<file path="src/rtl/mux_sel_arbiter.sv">
// mux_sel_arbiter: four-requester round-robin arbiter whose registered select
// drives a downstream 4:1 mux. A grant is held until the consumer acks, the
// requester withdraws, or the optional timeout forces a release. The next
// winner is chosen in the same cycle, so back-to-back grants have no bubble.
module mux_sel_arbiter #(
  parameter int unsigned TIMEOUT = 8
) (
  input  logic       i_clk,
  input  logic       i_rst_n,
  input  logic [3:0] i_req,
  input  logic       i_ack,
  output logic [1:0] o_sel,
  output logic [3:0] o_gnt,
  output logic       o_valid,
  output logic       o_timeout
);

  typedef enum logic {
    IDLE  = 1'b0,
    GRANT = 1'b1
  } state_t;

  // A zero TIMEOUT disables forced release entirely.
  localparam bit         TIMEOUT_EN   = (TIMEOUT != 0);
  localparam logic [7:0] TIMEOUT_LAST = TIMEOUT_EN ? 8'(TIMEOUT - 1) : 8'd0;

  state_t     state_reg, state_next;
  logic [1:0] ptr_reg, ptr_next;
  logic [1:0] sel_reg, sel_next;
  logic [7:0] cnt_reg, cnt_next;
  logic       timeout_reg, timeout_next;
  logic [3:0] gnt_reg, gnt_next;

  logic [2:0] idle_pick;
  logic [2:0] rot_pick;
  logic       withdraw;
  logic       expire;

  // Scan req starting at pointer p, wrapping modulo 4; returns {found, index}.
  // Iterating from the far end lets the nearest set bit overwrite the result.
  function automatic logic [2:0] pick(input logic [1:0] p, input logic [3:0] req);
    logic [2:0] r;
    logic [1:0] c;
    r = 3'b000;
    for (int i = 3; i >= 0; i--) begin
      c = p + 2'(i);
      if (req[c]) begin
        r = {1'b1, c};
      end
    end
    return r;
  endfunction

  // Winner from IDLE uses the stored pointer; winner on release uses the
  // rotated pointer, which puts the released channel at lowest priority.
  assign idle_pick = pick(ptr_reg, i_req);
  assign rot_pick  = pick(sel_reg + 2'd1, i_req);
  assign withdraw  = ~i_req[sel_reg];
  assign expire    = TIMEOUT_EN && (cnt_reg == TIMEOUT_LAST);

  // Next-state, pointer, select and counter logic.
  always_comb begin
    state_next   = state_reg;
    ptr_next     = ptr_reg;
    sel_next     = sel_reg;
    cnt_next     = cnt_reg;
    timeout_next = 1'b0;
    case (state_reg)
      IDLE: begin
        if (idle_pick[2]) begin
          state_next = GRANT;
          sel_next   = idle_pick[1:0];
          cnt_next   = 8'd0;
        end
      end
      GRANT: begin
        if (i_ack || withdraw || expire) begin
          // Only a pure timeout release is flagged; ack or withdrawal win.
          timeout_next = ~i_ack & ~withdraw;
          ptr_next     = sel_reg + 2'd1;
          if (rot_pick[2]) begin
            sel_next = rot_pick[1:0];
            cnt_next = 8'd0;
          end else begin
            state_next = IDLE;
          end
        end else begin
          cnt_next = cnt_reg + 8'd1;
        end
      end
      default: begin
        state_next = IDLE;
      end
    endcase
  end

  // One-hot grant decode of the next select, registered with the rest.
  generate
    for (genvar gi = 0; gi < 4; gi++) begin : g_gnt
      assign gnt_next[gi] = (state_next == GRANT) && (sel_next == 2'(gi));
    end
  endgenerate

  // State and output registers with asynchronous active-low reset.
  always_ff @(posedge i_clk or negedge i_rst_n) begin
    if (!i_rst_n) begin
      state_reg   <= IDLE;
      ptr_reg     <= 2'd0;
      sel_reg     <= 2'd0;
      cnt_reg     <= 8'd0;
      timeout_reg <= 1'b0;
      gnt_reg     <= 4'd0;
    end else begin
      state_reg   <= state_next;
      ptr_reg     <= ptr_next;
      sel_reg     <= sel_next;
      cnt_reg     <= cnt_next;
      timeout_reg <= timeout_next;
      gnt_reg     <= gnt_next;
    end
  end

  assign o_sel     = sel_reg;
  assign o_gnt     = gnt_reg;
  assign o_valid   = (state_reg == GRANT);
  assign o_timeout = timeout_reg;

endmodule

</file>
<file path="config.mk">
export PLATFORM = sky130hd
export DESIGN_NAME = mux_sel_arbiter
export DESIGN_NICKNAME = d
export VERILOG_FILES = /design/src/rtl/mux_sel_arbiter.sv
export SDC_FILE = /design/constraint.sdc
export NUM_CORES = 1
export LEC_CHECK = 0
export CORE_ASPECT_RATIO = 1.2
export CORE_UTILIZATION = 30
export CTS_BUF_LIST = sky130_fd_sc_hd__clkbuf_4 sky130_fd_sc_hd__clkbuf_8
export DETAILED_ROUTE_END_ITERATION = 7
export DONT_BUFFER_PORTS = 1
export GPL_TIMING_DRIVEN = 0
export SETUP_SLACK_MARGIN = 0.4
export SLEW_MARGIN = 20
export SYNTH_ARGS = -nofsm -noshare
export SYNTH_HDL_FRONTEND = slang
export SYNTH_SLANG_ARGS = --single-unit
</file>
<file path="constraint.sdc">
create_clock -name i_clk -period 4.24 [get_ports i_clk]
set_input_delay 0.848 -clock i_clk [delete_from_list [all_inputs] [get_ports i_clk]]
set_output_delay 0.848 -clock i_clk [all_outputs]
set_load 0.03 [all_outputs]
</file>
==> results.md, run 1 <==
* Peak per-stage delay on the critical path at 0.56 ns
* Cell Area, Placed at 1104 sq um
* Clk_lat worst skew at 0.26 ns
* Top Ports at 15
* Hold Crit Class: in -> async
* Netlist cell types at 42
* Post-route cell area at 1159 sq um
* Fmax at roughly 0.45 GHz
* Cell Pwr Density at between 500 and 600 nW/um^2
* DRC viols at 0
* Setup WS post-layout at 2.016 ns
* Fin crit share at 52.45%
* Initial cell density of the core at 31.67%
* Routed vias at 843
* Overflow after GRT at 0
* Clock Skew at between 0.003 and 0.004 ns
* DR pass1 iterations at 4
* Syn Area/Cell at 9.440 sq um
* Inserted Clock Buffers at 3
* Cell Chain, Critical Path: buf_2 > mux2i_1 > o32ai_2 > nand2_1 > clkbuf_1 > o21ai_0 > a21o_2
* Max FFs per register at 8
* Crit Path Class: reg -> reg
* MaxCap Viol Count at 0
* Synth Cell Area at 1057 sq um
* Status: completed
* Wire per inst at approximately 14 um
* CP startpoint kind: flip-flop
* Vias in the first global route at 894
* Synth top area cells: dfrtp_1 (43%), o21ai_0 (4.7%), nand2_1 (4.3%)
* Vias per cell at about 5.5
* Pin count of the biggest net entering global routing at 19
* Post-synthesis sequential area ratio at 42.60%
* Post-CTS sizing at 0
* Worst-margin pin slew at between 0.4 and 0.5 ns
* Clk slew on worst S/H paths at 0.07 ns
* Routed Antenna Nets at 0
* Die H at 67.03 um
* Slew margin rel. at 67.54%
* Unrepaired setup endpoints after global routing: false
* Critical Path Fanout Max at 10
* Leakage Power at 0.5308 nW
* Setup TNS at 0 ns
* Initial antenna violation count at 0
* Pre-CTS WS at 1.822 ns
* #FFs+latches synth at 18
* Yosys synthesis warning count at 0
* Syn_nets at 120
* Synthesized instance count at 112
* GRT Util Overall at 12.97%
* Share of layout cells above drive strength 1 at 15.52%
* Final min period at 2.224 ns
* Initial DRC count at 15
* # setup viols final at 0
* Final slew viol count at 0
* Peak VDD IR at 0.0002261 V
* CTS tree: built
* Crit. End Element: flip-flop
* Antenna cells at 0
* Hold buffers post-CTS at 0
* Req. time, crit path at 4.39 ns
* Final hold vios at 0
* Synth area leader: dfrtp_1
* Yosys top cell area share at between 40% and 50%
* Crit path max-delay cell type: dfrtp_1
* I/O Buffers at 0
* Fin Hold WS at ~0.28 ns
* Final HPWL DP at 1677 um
* # clock sinks at 18
* Clock Path Buffers at 2
* Total Wirelength at 2175 um
* Die Wd at 56.19 um
* Setup bufs post-CTS at 0
* # rows at 23
* Net count, final at ~130
* Crit path DAT at 2.38 ns
* CORE AREA at 3338 sq um
* H-tree levels at 1
* Gp weighted congestion at 0.8625
* Global-route wire length before repair at 3781 um
* Root Driver: clkbuf_8
* Area grow syn2layout at 9.586%
* Die area at 3766 sq um
[cells in the final DEF (no fill, tap or decap), drive strengths merged, types with 4 or more instances in the layout]
| master | instances |
|---|---|
| nand2 | 12 |
| nand3 | 4 |
| a21o | 6 |
| inv | 5 |
| clkbuf | 7 |
| o21ai | 11 |
| nor3b | 4 |
| nor3 | 4 |
| dfrtp | 18 |
| nor2 | 4 |
[kinds of logic after synthesis]
logic type	Yosys count	synth area share [%]
mux	3	2.840
flops	18	42.60
fa+ha+maj	1	1.183
buf+inv	10	3.787
simple gates	42	23.08
compound gates	36	24.85
xor+xnor	2	1.657
[synthesized netlist by cell type (all sizes together)]
library cell  count
nor2              4
and4bb            1
dfrtp            18
nor2b             1
a21o              6
clkbuf            3
a2bb2oi           1
nand2            12
o31ai             1
o2111ai           1
xnor2             2
or2               1
or4               1
nor3b             4
nand2b            3
inv               5
and2              1
o21ai            11
buf               2
o221ai            1
a32oi             1
nor4              2
a31o              1
a31oi             1
o32ai             2
mux2i             3
ha                1
a32o              1
o211ai            3
a21boi            2
nand3             4
o22a              1
nand3b            1
and3              3
a21oi             3
nor3              4
[layout make-up]
| class | count | area, sq um |
|---|---|---|
| fillers | 343 | 2180 |
| multi-input cells | 84 | 566.8 |
| flip-flops and latches | 18 | 450.4 |
| clock buffers | 4 | 55.05 |
| well taps | 37 | 46.29 |
| plain buffers | 5 | 21.27 |
| inverters | 5 | 18.77 |
[power by group]
group	leakage (nW)	switching, mW	total, mW	internal, mW
Sequential	0.233	0.0790	0.292	0.213
Combinational	0.269	0.126	0.231	0.104
Clock	0.0288	0.0595	0.142	0.0826
Total	0.531	0.265	0.665	0.401
[critical path, delay by kind of cell (launching register included)]
kind	cells	cell delay [ns]
mux	1	0.30
compound gates	3	0.53
flops	1	0.56
simple gates	1	0.11
buf+inv	2	0.61
[stage by stage]
stage	power, mW	instances	utilization (%)
CTS	0.6717	153	34.71
floorplan	0.4814	112	-
global placement	0.5210	149	33.06
global route	0.7169	153	34.71
finish	0.6652	153	34.71
detailed placement	0.5295	149	33.06
[path summary, 6_finish.rpt]
| path | startpoint | end | slack [ns] | cells after the start |
|---|---|---|---|---|
| worst min register to register | cnt_reg[0]$_DFFE_PN0P_ | cnt_reg[0]$_DFFE_PN0P_ | 0.52 | 1 |
| max in group asynchronous | i_rst_n | cnt_reg[7]$_DFFE_PN0P_ | 3.89 | 0 |
| min in group i_clk | cnt_reg[0]$_DFFE_PN0P_ | cnt_reg[0]$_DFFE_PN0P_ | 0.52 | 1 |
| worst min-delay path | i_rst_n | cnt_reg[5]$_DFFE_PN0P_ | 0.28 | 0 |
| worst max-delay path | o_sel[1]$_DFF_PN0_ | cnt_reg[3]$_DFFE_PN0P_ | 2.02 | 7 |
| worst max register to register | o_sel[1]$_DFF_PN0_ | cnt_reg[3]$_DFFE_PN0P_ | 2.02 | 7 |
[routing by layer]
metal  share of wire (%)  up-vias  global-route usage [%]
met4                 1.4        0                   7.012
met1                  46      405                   13.77
met3                 4.6        2                   3.301
li1                    -      422                       -
met2                  48       14                   23.51
met5                   0        -                       0
(Power assumes the default switching activity.)
==> run 2, diff against run 1 <==
Clock period 4.24 ns to 2.2 ns, I/O delays scaled along.
==> results.md, run 2 (synthesis gave the netlist of run 1 again) <==
* Clk_lat worst skew at 0.26 ns
* Die H at 67.03 um
* Cells on worst reg2reg path at 5
* DR pass1 iterations at 4
* Clock Path Buffers at 2
* Critical Path Fanout Max at 5
* Initial antenna violation count at 0
* Routed vias at between 900 and 1000
* WHS Path Cells at 1
* Share of layout cells above drive strength 1 at a little under two fifths
* Fin crit share at between 80% and 90%
* Final hold vios at 0
* Setup TNS at 0 ns
* Flop2flop setup slack at about 0.27 ns
* Crit path DAT at between 2 and 2.5 ns
* Sequential power share at 36.2%
* Net count, final at 139
* I/O Buffers at 0
* FF+latch area at 454.2 sq um
* MaxCap Viol Count at 0
* Peak VDD IR at 0.0004696 V
* CORE AREA at 3338 sq um
* Cell Pwr Density at 1124 nW/um^2
* Unrepaired setup endpoints after global routing: true
* Hold endpoint: cnt_reg[1]$_DFFE_PN0P_
* Most common cell after layout, fill and taps aside: dfrtp_1
* Power share of the clock group at 17.4%
* GRT Util Overall at 14.56%
* Hold Crit Class: reg -> reg
* DRC viols at 0
* Final HPWL DP at about 1700 um
* Part of the power in combinational logic at 46.4%
* Internal power at roughly 970 uW
* Max FFs per register at 8
* Total Wirelength at between 2000 and 3000 um
* Crit. End Element: flip-flop
* Reg-to-reg critical path startpoint: cnt_reg[3]$_DFFE_PN0P_
* Gp weighted congestion at 0.8153
* Status: completed
* Routed Antenna Nets at 0
* H-tree levels at 1
* Initial DRC count at 28
* # rows at 23
* Crit Path Class: reg -> reg
* Final min period at between 1.5 and 2 ns
* Leakage Power at about 0.63 nW
* Most frequent cells in the layout: dfrtp_1 (15), buf_4 (11), nand2_1 (10)
* Vias per cell at approximately 5.6
* Top Ports at 15
* Fin Hold WS at 0.5347 ns
* Req. time, crit path at 2.38 ns
* Die Wd at 56.19 um
* # setup viols final at 0
* # clock sinks at 18
* Clk slew on worst S/H paths at 0.07 ns
* CTS tree: built
* Fmax at 0.5173 GHz
* Vias in the first global route at 918
* Area occupied by multi-input gates at 675.6 sq um
* Reg2reg end: o_gnt[1]$_DFF_PN0_
* Pin count of the biggest net entering global routing at 19
* Switching power of the nets at 617.7 uW
* Area grow syn2layout at 33.49%
* Min-Delay Startpoint: cnt_reg[1]$_DFFE_PN0P_
* Wire per inst at roughly 16 um
* Switching share of power at ~39%
* Die area at 3766 sq um
* Antenna cells at 0
* Overflow after GRT at 0
* Final slew viol count at 0
* CP startpoint kind: flip-flop
* Root Driver: clkbuf_8
* Inserted Clock Buffers at 3
* Global-route wire length before repair at 4195 um
* Worst-margin pin slew at about 0.80 ns
* Slew margin rel. at a little under half
* Fill cell count at 346
* Clock Skew at 0.005083 ns
* Initial cell density of the core at 31.67%
* Pwr Total at 1.587 mW
run 2: cell type report:
| cell class | count | share of cell area, % |
|---|---|---|
| plain buffers | 5 | 3.280 |
| inverters | 5 | 1.330 |
| repair buffers | 14 | 8.156 |
| flip-flops and latches | 18 | 32.18 |
| clock buffers | 4 | 3.901 |
| well taps | 37 | 3.280 |
| multi-input cells | 84 | 47.87 |
run 2: worst max-delay path by stage:
stage	slack, ns	endpoint	start
finish	0.27	o_gnt[1]$_DFF_PN0_	cnt_reg[3]$_DFFE_PN0P_
global route	0.17	o_gnt[1]$_DFF_PN0_	cnt_reg[3]$_DFFE_PN0P_
CTS	0.26	o_gnt[1]$_DFF_PN0_	cnt_reg[4]$_DFFE_PN0P_
detailed placement	0.19	o_gnt[3]$_DFF_PN0_	i_req[1]
global placement	0.24	o_gnt[1]$_DFF_PN0_	i_req[1]
floorplan	0.39	o_gnt[1]$_DFF_PN0_	cnt_reg[3]$_DFFE_PN0P_
run 2: worst max-delay path, cell delays in order, from the launching register on:
cell	delay, ns
dfrtp_1	0.38
or4_4	0.58
nor3_4	0.19
o2111ai_2	0.15
a32oi_2	0.35
nor3b_2	0.21
run 2: metrics by stage:
stage | std cells | setup slack [ns] | instance area, sq um | util (%)
final | 167 | 0.2667 | 1411 | 42.28
after global routing | 167 | 0.1692 | 1411 | 42.28
after CTS | 163 | 0.2617 | 1349 | 40.40
after global placement | 149 | 0.2396 | 1164 | 34.86
after detailed placement | 149 | 0.1923 | 1164 | 34.86
after floorplan | 112 | 0.3926 | 1117 | -
run 2: per-layer routing:
| layer | track usage [%] | routed length (um) | vias up |
|---|---|---|---|
| met3 | 2.913 | 109 | 5 |
| met1 | 16.45 | 1109 | 461 |
| li1 | - | - | 452 |
| met5 | 0 | 0 | - |
| met4 | 7.927 | 53 | 0 |
| met2 | 25.74 | 1345 | 17 |
run 2: what timing repair did:
item	4_1_cts	5_1_grt
pin swaps	8	7
hold buffers	1	0
gates resized for setup	13	13
endpoints found under the hold margin	18	0
gates cloned	1	0
setup buffers	8	4
setup endpoints to repair	13	13
run 2: power groups by stage:
stage | Clock (mW) | Combinational (mW) | Sequential [mW]
finish | 0.275 | 0.737 | 0.575
global route | 0.289 | 0.797 | 0.586
CTS | 0.279 | 0.670 | 0.576
detailed placement | 0 | 0.526 | 0.582
global placement | 0 | 0.509 | 0.577
floorplan | 0 | 0.446 | 0.564
